[src/rtl/riscv_pkg.sv]
// Shared RISC-V load/store definitions: funct3 codes, LSU state encoding,
// the request payload, and small decode helpers.
package riscv_pkg;

  localparam int unsigned XLEN    = 32;
  localparam int unsigned F3_BITS = 3;

  localparam logic [F3_BITS-1:0] F3_B  = 3'b000;
  localparam logic [F3_BITS-1:0] F3_H  = 3'b001;
  localparam logic [F3_BITS-1:0] F3_W  = 3'b010;
  localparam logic [F3_BITS-1:0] F3_BU = 3'b100;
  localparam logic [F3_BITS-1:0] F3_HU = 3'b101;

  typedef enum logic [1:0] {
    LSU_IDLE   = 2'd0,
    LSU_ACCESS = 2'd1,
    LSU_WAIT   = 2'd2,
    LSU_RESP   = 2'd3
  } lsu_state_e;

  typedef struct packed {
    logic               is_store;
    logic [XLEN-1:0]    addr;
    logic [XLEN-1:0]    wdata;
    logic [F3_BITS-1:0] funct3;
  } lsu_req_t;

  // Access width in bytes; only meaningful for legal funct3 values.
  function automatic logic [2:0] access_size(input logic [F3_BITS-1:0] funct3);
    case (funct3[1:0])
      2'b00:   access_size = 3'd1;
      2'b01:   access_size = 3'd2;
      default: access_size = 3'd4;
    endcase
  endfunction

  // Stores only have signed encodings (SB/SH/SW).
  function automatic logic funct3_legal(input logic [F3_BITS-1:0] funct3,
                                        input logic               is_store);
    case (funct3)
      F3_B, F3_H, F3_W: funct3_legal = 1'b1;
      F3_BU, F3_HU:     funct3_legal = !is_store;
      default:          funct3_legal = 1'b0;
    endcase
  endfunction

endpackage

[src/rtl/load_extend.sv]
// Lane-selects a byte or half from a raw memory word and sign/zero-extends it.
module load_extend
  import riscv_pkg::*;
(
  input  logic [XLEN-1:0]    i_word,
  input  logic [1:0]         i_addr_lo,
  input  logic [F3_BITS-1:0] i_funct3,
  output logic [XLEN-1:0]    o_data_c
);

  logic [7:0]  w_byte;
  logic [15:0] w_half;

  always_comb begin
    w_byte   = 8'(i_word >> {i_addr_lo, 3'b000});
    w_half   = 16'(i_word >> {i_addr_lo[1], 4'b0000});
    o_data_c = i_word;
    case (i_funct3)
      F3_B:    o_data_c = {{24{w_byte[7]}}, w_byte};
      F3_BU:   o_data_c = {24'h000000, w_byte};
      F3_H:    o_data_c = {{16{w_half[15]}}, w_half};
      F3_HU:   o_data_c = {16'h0000, w_half};
      default: o_data_c = i_word;
    endcase
  end

endmodule

[src/rtl/load_store_unit.sv]
// Data-memory initiator: validates one load/store at a time, sequences the
// single-cycle memory access and returns a response per accepted request.
module load_store_unit
  import riscv_pkg::*;
#(
  parameter int unsigned MEM_BYTES = 4096
) (
  input  logic                clk,
  input  logic                rst_n,
  input  logic                req_valid,
  output logic                req_ready,
  input  logic                req_is_store,
  input  logic [XLEN-1:0]     req_addr,
  input  logic [XLEN-1:0]     req_wdata,
  input  logic [F3_BITS-1:0]  req_funct3,
  output logic                rsp_valid,
  input  logic                rsp_ready,
  output logic [XLEN-1:0]     rsp_rdata,
  output logic                rsp_err,
  output logic [XLEN-1:0]     mem_addr,
  output logic [XLEN-1:0]     mem_wdata,
  output logic [F3_BITS-1:0]  mem_funct3,
  output logic                mem_read,
  output logic                mem_write,
  input  logic [XLEN-1:0]     mem_rdata
);

  lsu_state_e         r_state, w_next_state;
  lsu_req_t           r_req, w_next_req, w_in_req;
  logic               r_req_ready, w_nxt_req_ready;
  logic               r_rsp_valid, w_nxt_rsp_valid;
  logic               r_rsp_err, w_nxt_rsp_err;
  logic [XLEN-1:0]    r_rsp_rdata, w_nxt_rsp_rdata;
  logic [XLEN-1:0]    r_mem_addr, w_nxt_mem_addr;
  logic [XLEN-1:0]    r_mem_wdata, w_nxt_mem_wdata;
  logic [F3_BITS-1:0] r_mem_funct3, w_nxt_mem_funct3;
  logic               r_mem_read, w_nxt_mem_read;
  logic               r_mem_write, w_nxt_mem_write;

  logic               w_accept;
  logic [XLEN:0]      w_end;
  logic               w_range_err, w_align_err, w_f3_err, w_req_err;
  logic [XLEN-1:0]    w_ext_data;

  assign w_in_req = '{is_store: req_is_store, addr: req_addr,
                      wdata: req_wdata, funct3: req_funct3};
  assign w_accept = r_req_ready && req_valid;

  // Range check in XLEN+1 bits so addresses near the top do not wrap.
  assign w_end       = {1'b0, req_addr} + (XLEN+1)'(access_size(req_funct3));
  assign w_range_err = w_end > (XLEN+1)'(MEM_BYTES);
  assign w_align_err = ((req_funct3[1:0] == 2'b01) && req_addr[0]) ||
                       ((req_funct3[1:0] == 2'b10) && (req_addr[1:0] != 2'b00));
  assign w_f3_err    = !funct3_legal(req_funct3, req_is_store);
  assign w_req_err   = w_range_err || w_align_err || w_f3_err;

  load_extend u_load_extend (
    .i_word    (mem_rdata),
    .i_addr_lo (r_req.addr[1:0]),
    .i_funct3  (r_req.funct3),
    .o_data_c  (w_ext_data)
  );

  // Next state plus next value of every registered output.
  always_comb begin
    w_next_state     = r_state;
    w_next_req       = r_req;
    w_nxt_req_ready  = 1'b0;
    w_nxt_rsp_valid  = 1'b0;
    w_nxt_rsp_err    = 1'b0;
    w_nxt_rsp_rdata  = '0;
    w_nxt_mem_addr   = '0;
    w_nxt_mem_wdata  = '0;
    w_nxt_mem_funct3 = '0;
    w_nxt_mem_read   = 1'b0;
    w_nxt_mem_write  = 1'b0;

    case (r_state)
      LSU_IDLE: begin
        if (w_accept) begin
          w_next_req   = w_in_req;
          w_next_state = w_req_err ? LSU_RESP : LSU_ACCESS;
        end
      end
      LSU_ACCESS: w_next_state = r_req.is_store ? LSU_RESP : LSU_WAIT;
      LSU_WAIT:   w_next_state = LSU_RESP;
      LSU_RESP:   if (rsp_ready) w_next_state = LSU_IDLE;
      default:    w_next_state = LSU_IDLE;
    endcase

    w_nxt_req_ready = (w_next_state == LSU_IDLE);

    if ((w_next_state == LSU_ACCESS) || (w_next_state == LSU_WAIT)) begin
      w_nxt_mem_addr   = w_next_req.addr;
      w_nxt_mem_wdata  = w_next_req.wdata;
      w_nxt_mem_funct3 = w_next_req.funct3;
      w_nxt_mem_read   = !w_next_req.is_store;
      w_nxt_mem_write  = (w_next_state == LSU_ACCESS) && w_next_req.is_store;
    end

    if (w_next_state == LSU_RESP) begin
      w_nxt_rsp_valid = 1'b1;
      case (r_state)
        LSU_IDLE: w_nxt_rsp_err   = 1'b1;
        LSU_WAIT: w_nxt_rsp_rdata = w_ext_data;
        LSU_RESP: begin
          w_nxt_rsp_err   = r_rsp_err;
          w_nxt_rsp_rdata = r_rsp_rdata;
        end
        default: ;
      endcase
    end
  end

  always_ff @(posedge clk or negedge rst_n) begin
    if (!rst_n) begin
      r_state      <= LSU_IDLE;
      r_req        <= '0;
      r_req_ready  <= 1'b0;
      r_rsp_valid  <= 1'b0;
      r_rsp_err    <= 1'b0;
      r_rsp_rdata  <= '0;
      r_mem_addr   <= '0;
      r_mem_wdata  <= '0;
      r_mem_funct3 <= '0;
      r_mem_read   <= 1'b0;
      r_mem_write  <= 1'b0;
    end else begin
      r_state      <= w_next_state;
      r_req        <= w_next_req;
      r_req_ready  <= w_nxt_req_ready;
      r_rsp_valid  <= w_nxt_rsp_valid;
      r_rsp_err    <= w_nxt_rsp_err;
      r_rsp_rdata  <= w_nxt_rsp_rdata;
      r_mem_addr   <= w_nxt_mem_addr;
      r_mem_wdata  <= w_nxt_mem_wdata;
      r_mem_funct3 <= w_nxt_mem_funct3;
      r_mem_read   <= w_nxt_mem_read;
      r_mem_write  <= w_nxt_mem_write;
    end
  end

  assign req_ready  = r_req_ready;
  assign rsp_valid  = r_rsp_valid;
  assign rsp_err    = r_rsp_err;
  assign rsp_rdata  = r_rsp_rdata;
  assign mem_addr   = r_mem_addr;
  assign mem_wdata  = r_mem_wdata;
  assign mem_funct3 = r_mem_funct3;
  assign mem_read   = r_mem_read;
  assign mem_write  = r_mem_write;

endmodule

[config.mk]
export PLATFORM = sky130hd
export DESIGN_NAME = load_store_unit
export DESIGN_NICKNAME = d
export VERILOG_FILES = /design/src/rtl/riscv_pkg.sv /design/src/rtl/load_extend.sv /design/src/rtl/load_store_unit.sv
export SDC_FILE = /design/constraint.sdc
export NUM_CORES = 1
export LEC_CHECK = 0
export BUFFER_PORTS_ARGS = -buffer_cell sky130_fd_sc_hd__buf_2
export CORE_MARGIN = 2
export CORE_UTILIZATION = 40
export CTS_CLUSTER_SIZE = 8
export DETAILED_ROUTE_END_ITERATION = 10
export GPL_TIMING_DRIVEN = 0
export PLACE_DENSITY = 0.66
export SLEW_MARGIN = 30
export SYNTH_ARGS = -nofsm -noshare
export SYNTH_HDL_FRONTEND = slang
export SYNTH_SLANG_ARGS = --single-unit
[constraint.sdc]
create_clock -name clk -period 2.7 [get_ports clk]
set_input_delay 0.54 -clock clk [delete_from_list [all_inputs] [get_ports clk]]
set_output_delay 0.54 -clock clk [all_outputs]
set_load 0.005 [all_outputs]
==> results_dict.tcl, run 1 <==
set metrics [dict create \
    finalCriticalPeriod_ns 3.142 \
    vias 5796 \
    maxSlewViolCount 0 \
    timing.fmax_mhz 318.3 \
    placed_cells 1054 \
    yosys.area.top_type "dfrtp_1" \
    power_mw 11.85 \
    post-route-period-util_pct 116.4 \
    htreeDepth 4 \
    grt_max_degree 79 \
    cts_buffers 17 \
    io_buffer_count 206 \
    overflow 0 \
    wire_per_inst_um 17.46 \
    fin_worst_skew_ns 0.007779 \
    drv_cap 0 \
    start_util_pct 41.11 \
    place_congestion 0.8810 \
    routed_wl_mm 19.73 \
    worstMarginPinSlew_ns 1.127 \
    fin_cells 1130 \
    swShare_pct 32.43 \
    grt_pass1_vias 5853 \
    die-width_um 140.6 \
    synth_nets 728 \
    start_kind "input port" \
    critical_path.slowest_cell "fa_2" \
    netlist.area_leader.share_pct 58.36 \
    hpwl_mm 13.76 \
    rsz0062_at_grt "true" \
    maxSlewHeadroom_pct 24.89 \
    path_class "input port to flip-flop" \
    clk_latency_ns 0.43 \
    drtAntennaViolNets 0 \
    crit_required_ns 3.02 \
    setup_violations 102 \
    antenna_found_initial 1 \
    multiInputGateArea_um2 3302 \
    area_delta_synth_final_pct 40.03 \
    p_per_area_nw_per_um2 1134 \
    core_um2 18150 \
    drive_above_1_share_pct 50.28 \
    holdWs_ns 0.004498 \
    holdCritPathClass "input port to async pin" \
    synthTopCellsByCount "dfrtp_1, and2_1, mux2_2" \
    yosysWarnings 0 \
    leakage_nw 5.256 \
    placed_cell_area_um2 9035 \
    crit_chain "buf_12 > nor2_4 > ha_4 > fa_2 > a21oi_4 > nor4_4 > and3_1 > or3_1 > o2bb2ai_2 > nor4_2 > buf_4 > a31oi_4 > ha_4 > buf_4 > and3_4 > clkbuf_8 > a22o_1" \
    hold_viol_final 0 \
    syn_area_per_cell_um2 12.09 \
    clock_sinks 174 \
    cts-root-buf "clkbuf_16" \
    syn_area_um2 7461 \
    layout_setup_ws_ns -0.4418 \
    run_status "finished, violations left" \
    clkSlewWorstSetupHoldPaths_ns 0.07 \
    power.share.clock_pct 20.9 \
    violations "setup timing" \
    grt_pass1_wl_mm 30.78 \
    rows 49 \
    synth_cell_types 62 \
    final_area_um2 10450 \
    path_max_fanout 6 \
    track_usage_pct 20.00 \
    worst-path-buf-inv 4 \
    drc 0 \
    cts_tree "done" \
    intPower_mw 8.009 \
    synth_edf_count 0 \
    regArea_um2 4354 \
    utilization_pct 57.57 \
    setup_tns_ns -30.16 \
    die-area_um2 19760 \
    die_y_um 140.6 \
    yosysMostFrequentCell "dfrtp_1" \
    clockBufferDepth 2 \
    worstPathArrival_ns 3.46 \
    ys_seq_elements 174 \
    synth-seq-area-share_pct 58.36 \
    cp-end-kind "flip-flop" \
    boundaryPins 208 \
    crit_family "simple AND/OR/NAND/NOR gates" \
    pwr-share-comb_pct 45.5 \
    dr.first_iter.drc_count 248 \
    syn_inst 617 \
    dr.pass1.iters 5 \
    slowest_delay_ns 0.39 \
    synth.top_cells.by_area "dfrtp_1, mux2_2, and2_1" \
    fin_nets 997 \
    synth_ff_type "dfrtp_1" \
    post-place-ws_ns -1.493 \
    async_flop_share_pct 100.0 \
    via_per_inst 5.129 \
    switchingPower_mw 3.843 \
    seqPwrFrac_pct 33.7 \
    fill_cells 1554 \
    ir_drop_mv 0.6119 \
]
==> worst reg2reg max path, delay by kind of cell (launching register included) <==
| family | cells | cell delay (ns) |
|---|---|---|
| flops | 1 | 0.35 |
| simple gates | 3 | 0.70 |
| fa+ha+maj | 1 | 0.19 |
| buf+inv | 4 | 0.64 |
| compound gates | 4 | 0.79 |
==> timing repair <==
| item | CTS | global route |
|---|---|---|
| gates resized for setup | 76 | 51 |
| setup endpoints to repair | 104 | 103 |
| pin swaps | 31 | 10 |
| buffers inserted | 28 | 13 |
| hold buffers | 0 | 0 |
| gates cloned | 9 | 0 |
==> cell usage in the layout, fill, tap and decap left out, types with 13 or more instances in the layout <==
cell type,Yosys,layout
buf_2,5,206
dfrtp_1,174,174
mux2_2,67,67
and2_1,70,42
nand2_1,36,28
and2_4,0,28
buf_4,1,26
nor2_1,23,21
clkbuf_16,0,20
nand2b_1,19,19
inv_1,16,16
a22o_1,16,16
buf_8,0,15
clkbuf_1,27,14
o21ai_0,16,14
buf_6,0,13
==> state kept, by name, summed over array words and instances, names as in the netlist <==
register	cells
rsp_rdata	32
mem_read	1
rsp_valid	1
req_ready	1
rsp_err	1
mem_wdata	32
r_req	68
r_state	2
mem_addr	32
mem_funct3	3
mem_write	1
==> cell type report <==
type	instances	area share, %
multi-input combinational	393	31.60
sequential	174	41.68
timing repair buffer	253	15.04
clock inverter	14	1.485
buffer	31	2.623
antenna	2	0.04790
inverter	16	0.5749
tap	229	2.743
clock buffer	18	4.204
==> cells by family after synthesis <==
family / share of synthesized area (%)
xor gates and xnor gates: 0.5869
DFF: 58.36
adders and majority gates: 1.275
AOI/OAI and AO/OA: 9.961
buffers and inverters: 2.650
muxes: 11.39
and+or+nand+nor: 15.78
==> power groups by stage <==
stage	clock network [mW]	logic [mW]	registers, mW
2_1_floorplan	0	2.52	4.04
3_3_place_gp	0	3.89	4.00
3_5_place_dp	0	3.95	4.03
4_1_cts	2.54	5.04	3.99
5_1_grt	2.66	5.85	4.09
6_report	2.48	5.39	3.99
==> metal layers <==
metal	share of wire [%]	wire (µm)	GRT usage [%]
met4	2.2	436	7.579
met2	48	9566	33.08
met1	42	8357	25.40
met5	0	0	0
met3	6.9	1368	5.333
==> final timing paths <==
path                                      startpoint                   endpoint  slack, ns  depth (start not counted)
hold reg to reg            rsp_rdata[11]$_DFFE_PN0P_  rsp_rdata[11]$_DFFE_PN0P_       0.48                          1
hold / removal                                 rst_n  rsp_rdata[14]$_DFFE_PN0P_      0.004                          1
setup / recovery                       req_funct3[1]  rsp_rdata[27]$_DFFE_PN0P_      -0.44                         17
min in group clk                        req_wdata[7]        r_req[10]$_DFF_PN0_       0.36                          2
setup reg to reg                r_state[1]$_DFF_PN0_  rsp_rdata[27]$_DFFE_PN0P_      -0.08                         12
max in group asynchronous                      rst_n    mem_wdata[13]$_DFF_PN0_       1.98                          2
Note: power is estimated with default switching activity, not from simulation.
==> run 2, diff against run 1 <==
--- a/config.mk
+++ b/config.mk
@@ -6,7 +6,7 @@
 export NUM_CORES = 1
 export LEC_CHECK = 0
 export BUFFER_PORTS_ARGS = -buffer_cell sky130_fd_sc_hd__buf_2
-export CORE_MARGIN = 2
+export CORE_MARGIN = 5
 export CORE_UTILIZATION = 40
 export CTS_CLUSTER_SIZE = 8
 export DETAILED_ROUTE_END_ITERATION = 10
@@ -15,4 +15,6 @@
 export SLEW_MARGIN = 30
 export SYNTH_ARGS = -nofsm -noshare
 export SYNTH_HDL_FRONTEND = slang
+export SYNTH_HIERARCHICAL = 1
 export SYNTH_SLANG_ARGS = --single-unit
+export TNS_END_PERCENT = 5
==> run 2 against run 1 <==
Compared with the run above: the flow still finishes with violations (setup timing); area after synthesis grew 2.1%; clock skew is essentially flat; power shrank 4.0%; core utilization shrank 1.9 points; setup slack lost 0.078 ns; non-clock buffer count shrank 19; final area shrank 0.37%; first-iteration DRC count shrank 23%; sequential share of layout area grew 0.16 points; clock-buffer cell count is the same; hold slack gained 0.35 ns; via count shrank 0.22%; largest power group unchanged; highest routed layer is now met5.
==> results_dict.tcl, run 2 <==
set metrics [dict create \
    run_status "finished, violations left" \
    violations "setup timing" \
    regMostFlops "r_req" \
    synth.top_cells.by_area "dfrtp_1, mux2_2, and2_1" \
    wire_per_inst_um 18.49 \
    die-area_um2 21900 \
    htreeDepth 4 \
    intPower_mw 7.644 \
    synth_nets 727 \
    wl_met2_mm 9.656 \
    critical_path.slowest_cell "a2111oi_4" \
    timing.fmax_mhz 310.6 \
    yosysMostFrequentCell "dfrtp_1" \
    swShare_pct 32.85 \
    vias 5783 \
    ir_drop_mv 0.4454 \
    via_per_inst 5.182 \
    post-route-period-util_pct 119.3 \
    grt_max_degree 83 \
    cp-startpoint "req_funct3[0]" \
    grt_pass1_vias 6041 \
    setup_violations 103 \
    fin_nets 979 \
    seqPwrFrac_pct 34.7 \
    leakage_nw 5.230 \
    clkSlewWorstSetupHoldPaths_ns 0.07 \
    switchingPower_mw 3.740 \
    synth_ff_type "dfrtp_1" \
    io_buffer_count 205 \
    synth_cell_types 70 \
    worstMarginPinSlew_ns 0.5637 \
    die-width_um 148.0 \
    syn_area_per_cell_um2 12.36 \
    finalCriticalPeriod_ns 3.220 \
    wl_met3_mm 1.591 \
    fill_cells 1567 \
    cts_buffers 17 \
    syn_inst 616 \
    rows 50 \
    synth_edf_count 0 \
    cp_num_cells 16 \
    pwr-share-comb_pct 42.9 \
    antenna_found_initial 2 \
    place_congestion 0.9031 \
    layout_common_cells "buf_2, dfrtp_1, mux2_2, nand2_1, and2_1" \
    async_flop_share_pct 100.0 \
    top_layer_used "met5" \
    crit_required_ns 3.02 \
    hpwl_mm 14.79 \
    syn_area_um2 7615 \
    rsz0062_at_grt "true" \
    core_um2 18710 \
    drtAntennaViolNets 0 \
    timing.rr.start "r_state[1]$_DFF_PN0_" \
    maxSlewHeadroom_pct 61.45 \
    hold_viol_final 0 \
    area_delta_synth_final_pct 36.69 \
    slowest_delay_ns 0.40 \
    drive_above_1_share_pct 48.69 \
    met1_length_mm 8.909 \
    hp-start "req_wdata[19]" \
    start_kind "input port" \
    clock_sinks 174 \
    power.share.clock_pct 22.4 \
    drv_cap 0 \
    utilization_pct 55.65 \
    synth-seq-area-share_pct 57.18 \
    p_per_area_nw_per_um2 1094 \
    worstPathArrival_ns 3.54 \
    netlist.area_leader.share_pct 57.18 \
    boundaryPins 208 \
    whs_endpoint "r_req[22]$_DFF_PN0_" \
    dr.pass1.iters 4 \
    dr.first_iter.drc_count 191 \
    maxSlewViolCount 0 \
    die_y_um 148.0 \
    fin_worst_skew_ns 0.008139 \
    post-place-ws_ns -1.968 \
    yosys.area.top_type "dfrtp_1" \
    yosysWarnings 6 \
    crit_chain "buf_12 > nor2b_4 > ha_4 > nand3_4 > a2111oi_4 > nand4_1 > a2111oi_4 > o2111ai_2 > nor4_4 > nor2_4 > ha_4 > nand2_2 > nor2_4 > buf_12 > clkbuf_16 > a22o_1" \
    ys_seq_elements 174 \
    r2r-end "mem_write$_DFF_PN0_" \
    power_mw 11.38 \
    layout_setup_ws_ns -0.5201 \
    clockBufferDepth 2 \
    crit_family "compound AO/OA/AOI/OAI gates" \
    drc 0 \
    largest_reg_flops 68 \
    holdCritPathClass "input port to flip-flop" \
    cts_tree "done" \
    final_common_cell "buf_2" \
    path_class "input port to flip-flop" \
    hold_depth 2 \
    synthTopCellsByCount "dfrtp_1, mux2_2, and2_1" \
    start_util_pct 40.71 \
    path_max_fanout 5 \
    cp-end-kind "flip-flop" \
    track_usage_pct 18.80 \
    cts-root-buf "clkbuf_16" \
    grt_pass1_wl_mm 32.76 \
    reg2reg_slack_ns 0.05 \
    worst-path-buf-inv 3 \
    worstRegToRegCells 6 \
    clk_latency_ns 0.43 \
    overflow 0 \
    routed_wl_mm 20.63 \
    setup_tns_ns -43.00 \
]
==> run 2: cell types whose count changed in the layout (fill, tap and decap cells not counted), moves of 7 or more <==
cell / delta
a22o_1: +16
inv_1: -10
nand2b_1: -18
a221oi_2: -7
o22ai_1: -8
a22oi_1: +7
nor2_1: -9
buf_4: -13
a21o_1: -8
nand2_1: +25
==> run 2: logic make-up (layout without fill, tap and decap cells) <==
logic type	count (synthesis)	count (layout)	synth area share (%)
other cells	0	1	0
compound gates	104	104	10.93
flops	174	174	57.18
xor+xnor	5	5	0.5752
buf+inv	38	303	2.070
fa+ha+maj	7	7	1.249
mux	79	79	11.75
simple gates	209	209	16.25
==> run 2: how the worst max path moves through the flow <==
stage / to / slack [ns]
2_1_floorplan: rsp_rdata[6]$_DFFE_PN0P_ / -0.72
3_3_place_gp: mem_addr[26]$_DFF_PN0_ / -1.87
3_5_place_dp: mem_addr[26]$_DFF_PN0_ / -1.97
4_1_cts: rsp_rdata[10]$_DFFE_PN0P_ / -0.44
5_1_grt: rsp_rdata[15]$_DFFE_PN0P_ / -0.58
6_report: rsp_rdata[8]$_DFFE_PN0P_ / -0.52
==> run 2: worst reg2reg max path, cell delays in order (launching register included) <==
cell      delay, ns
dfrtp_1        0.47
nor3_2         0.53
clkbuf_2       0.44
buf_1          0.50
mux2i_1        0.33
inv_1          0.09
and3_1         0.18
==> run 2: final cells by class <==
type,instances,area [µm²],share of cell area [%]
multi-input cells,404,3395,32.61
well taps,234,292.8,2.813
diodes,1,2.502,0.02404
clock inverters,14,172.7,1.659
plain buffers,31,305.3,2.933
repair buffers,234,1425,13.69
clock buffers,18,439.2,4.219
inverters,6,22.52,0.2164
flip-flops and latches,174,4354,41.83
==> run 2: per-stage QoR <==
step                      hold slack, ns  instances  area, µm²
final                             0.3543       1116      10410
after CTS                         0.3354       1111      10190
after global routing              0.3334       1116      10410
after floorplan                   0.2444        616       7682
after global placement            0.4748       1055       9001
after detailed placement          0.3986       1057       9071
==> run 2: timing repair <==
item	in CTS	in global routing
setup endpoints to repair	114	104
buffers inserted	19	5
hold buffers	1	0
cloned	4	1
gates resized for setup	75	49
pin swaps	20	20
endpoints found under the hold margin	21	0
==> run 2: per-layer routing <==
layer  track usage, %  up-vias
li1                 -     2712
met1            24.59     2832
met2            29.60      206
met3            6.438       31
met4            5.958        2
met5                0        -
==> run 2: power by group through the flow <==
| stage | Combinational (mW) | Clock [mW] | Sequential, mW |
|---|---|---|---|
| 6_report | 4.89 | 2.55 | 3.95 |
| 2_1_floorplan | 2.08 | 0 | 4.02 |
| 3_5_place_dp | 3.70 | 0 | 4.00 |
| 5_1_grt | 5.32 | 2.75 | 4.07 |
| 4_1_cts | 4.63 | 2.61 | 3.96 |
| 3_3_place_gp | 3.64 | 0 | 3.97 |
==> run 3, diff against run 2 <==
==> constraint.sdc (replaced) <==
create_clock -name clk -period 2.7 [get_ports clk]
set_input_delay 0.81 -clock clk [delete_from_list [all_inputs] [get_ports clk]]
set_output_delay 0.81 -clock clk [all_outputs]
set_load 0.005 [all_outputs]
==> run 3 against run 2 <==
Compared with the run above: the run still ends with setup timing left; via count grew 0.97%; non-clock buffer count shrank 2; sequential share of layout area grew 0.060 points; sequential cell count is the same; clock-buffer cell count is the same; largest power group unchanged; routed wire length shrank 0.62%; sequential power is essentially flat; die area is the same; setup slack lost 0.32 ns; critical endpoint unchanged.
==> results_dict.tcl, run 3 (synthesis gave the netlist of run 2 again) <==
set metrics [dict create \
    run_status "finished, violations left" \
    violations "setup timing" \
    path_max_fanout 5 \
    multiInputGateArea_um2 3393 \
    rsz0062_at_grt "true" \
    grt_max_degree 83 \
    io_buffer_count 205 \
    layout_setup_ws_ns -0.8414 \
    antenna_found_initial 2 \
    start_kind "input port" \
    clk_latency_ns 0.43 \
    die-width_um 148.0 \
    drv_cap 0 \
    drc 0 \
    boundaryPins 208 \
    die-area_um2 21900 \
    routed_wl_mm 20.51 \
    use_met2_pct 29.71 \
    clock_sinks 174 \
    drive_above_1_share_pct 48.81 \
    clockBufferDepth 2 \
    largest_reg_flops 68 \
    via_per_inst 5.241 \
    place_congestion 0.9031 \
    setup_violations 105 \
    cp-end-kind "flip-flop" \
    holdWs_ns 0.2257 \
    maxSlewViolCount 0 \
    hold_viol_final 0 \
    top_usage_layer "met2" \
    final_area_um2 10390 \
    grt_pass1_vias 6045 \
    rows 50 \
    power_mw 11.38 \
    track_usage_pct 18.83 \
    dr.first_iter.drc_count 183 \
    drtAntennaViolNets 0 \
    worstPathArrival_ns 3.86 \
    htreeDepth 4 \
    post-place-ws_ns -2.238 \
    worstMarginPinSlew_ns 0.5905 \
    cts_tree "done" \
    die_y_um 148.0 \
    grt.met1_usage_pct 24.59 \
    fin_worst_skew_ns 0.009712 \
    grt_pass1_wl_mm 32.85 \
    area_delta_synth_final_pct 36.49 \
    cts-root-buf "clkbuf_16" \
    maxSlewHeadroom_pct 60.55 \
    final_common_cell "buf_2" \
    fin_nets 977 \
    cts_buffers 17 \
    crit_required_ns 3.02 \
    start_util_pct 40.71 \
    placed_cell_area_um2 9071 \
    ir_drop_mv 0.4453 \
    dr.pass1.iters 5 \
    path_class "input port to flip-flop" \
    vias 5839 \
    wire_per_inst_um 18.41 \
    regArea_um2 4354 \
    finalCriticalPeriod_ns 3.541 \
    post-route-period-util_pct 131.2 \
    overflow 0 \
    fill_cells 1574 \
    ctsHoldBuffers 0 \
    fin_cells 1114 \
    p_per_area_nw_per_um2 1095 \
    met3_usage_pct 6.438 \
    layout_common_cells "buf_2, dfrtp_1, mux2_2, nand2_1, and2_1" \
    hpwl_mm 14.79 \
    clkSlewWorstSetupHoldPaths_ns 0.07 \
    timing.fmax_mhz 282.4 \
    leakage_nw 5.218 \
    regMostFlops "r_req" \
    core_um2 18710 \
    placed_cells 1057 \
    holdCritPathClass "input port to async pin" \
]
run 3: cell count changes in the layout (fill, tap and decap cells not counted), sizes merged:
cell	previous run	this run
dlygate4sd3	1	0
buf	251	250
run 3: final timing paths:
| kind | startpoint | end | slack [ns] | depth (start not counted) |
|---|---|---|---|---|
| worst max-delay path | req_funct3[0] | rsp_rdata[8]$_DFFE_PN0P_ | -0.84 | 16 |
| max in group asynchronous | rst_n | mem_wdata[23]$_DFF_PN0_ | 1.81 | 2 |
| worst min register to register | r_req[28]$_DFF_PN0_ | r_req[28]$_DFF_PN0_ | 0.49 | 1 |
| min in group clk | r_req[28]$_DFF_PN0_ | r_req[28]$_DFF_PN0_ | 0.49 | 1 |
| worst min-delay path | rst_n | mem_read$_DFF_PN0_ | 0.23 | 1 |
| worst max register to register | r_state[1]$_DFF_PN0_ | mem_write$_DFF_PN0_ | 0.04 | 6 |
run 3: cell type report:
cell class	count	area share, %
antenna	1	0.02408
inverter	6	0.2167
clock inverter	14	1.661
sequential	174	41.89
clock buffer	18	4.225
tap	234	2.817
buffer	31	2.937
timing repair buffer	232	13.58
multi-input combinational	404	32.65
run 3: stage by stage:
stage	utilization (%)	TNS, ns
floorplan	-	-91.68
global placement	48.12	-542.28
detailed placement	48.50	-205.34
CTS	54.47	-66.32
global route	55.57	-81.59
finish	55.57	-76.24
run 3: repair_timing:
item | in CTS | in global routing
setup endpoints to repair | 115 | 105
gates cloned | 4 | 1
pin swaps | 20 | 18
buffers inserted | 19 | 4
resized for setup | 76 | 49
run 3: worst max-delay path, cell delays in order:
cell and delay, ns:
buf_12 0.11, nor2b_4 0.13, ha_4 0.27, nand3_4 0.08
a2111oi_4 0.45, nand4_1 0.21, a2111oi_4 0.35, o2111ai_2 0.19
nor4_4 0.39, nor2_4 0.07, ha_4 0.18, nand2_2 0.09
nor2_4 0.04, buf_12 0.15, clkbuf_16 0.15, a22o_1 0.18
run 3: power by group:
part | switching, mW | internal, mW | leakage (nW) | total, mW
clock network | 1.12 | 1.43 | 0.305 | 2.55
registers | 0.356 | 3.59 | 2.35 | 3.95
logic | 2.27 | 2.62 | 2.57 | 4.88
run 3: per-layer routing:
layer	vias up	part of all wire [%]
met4	2	2.5
met1	2862	43
met5	-	0.063
met3	36	8.1
li1	2709	-
met2	230	47
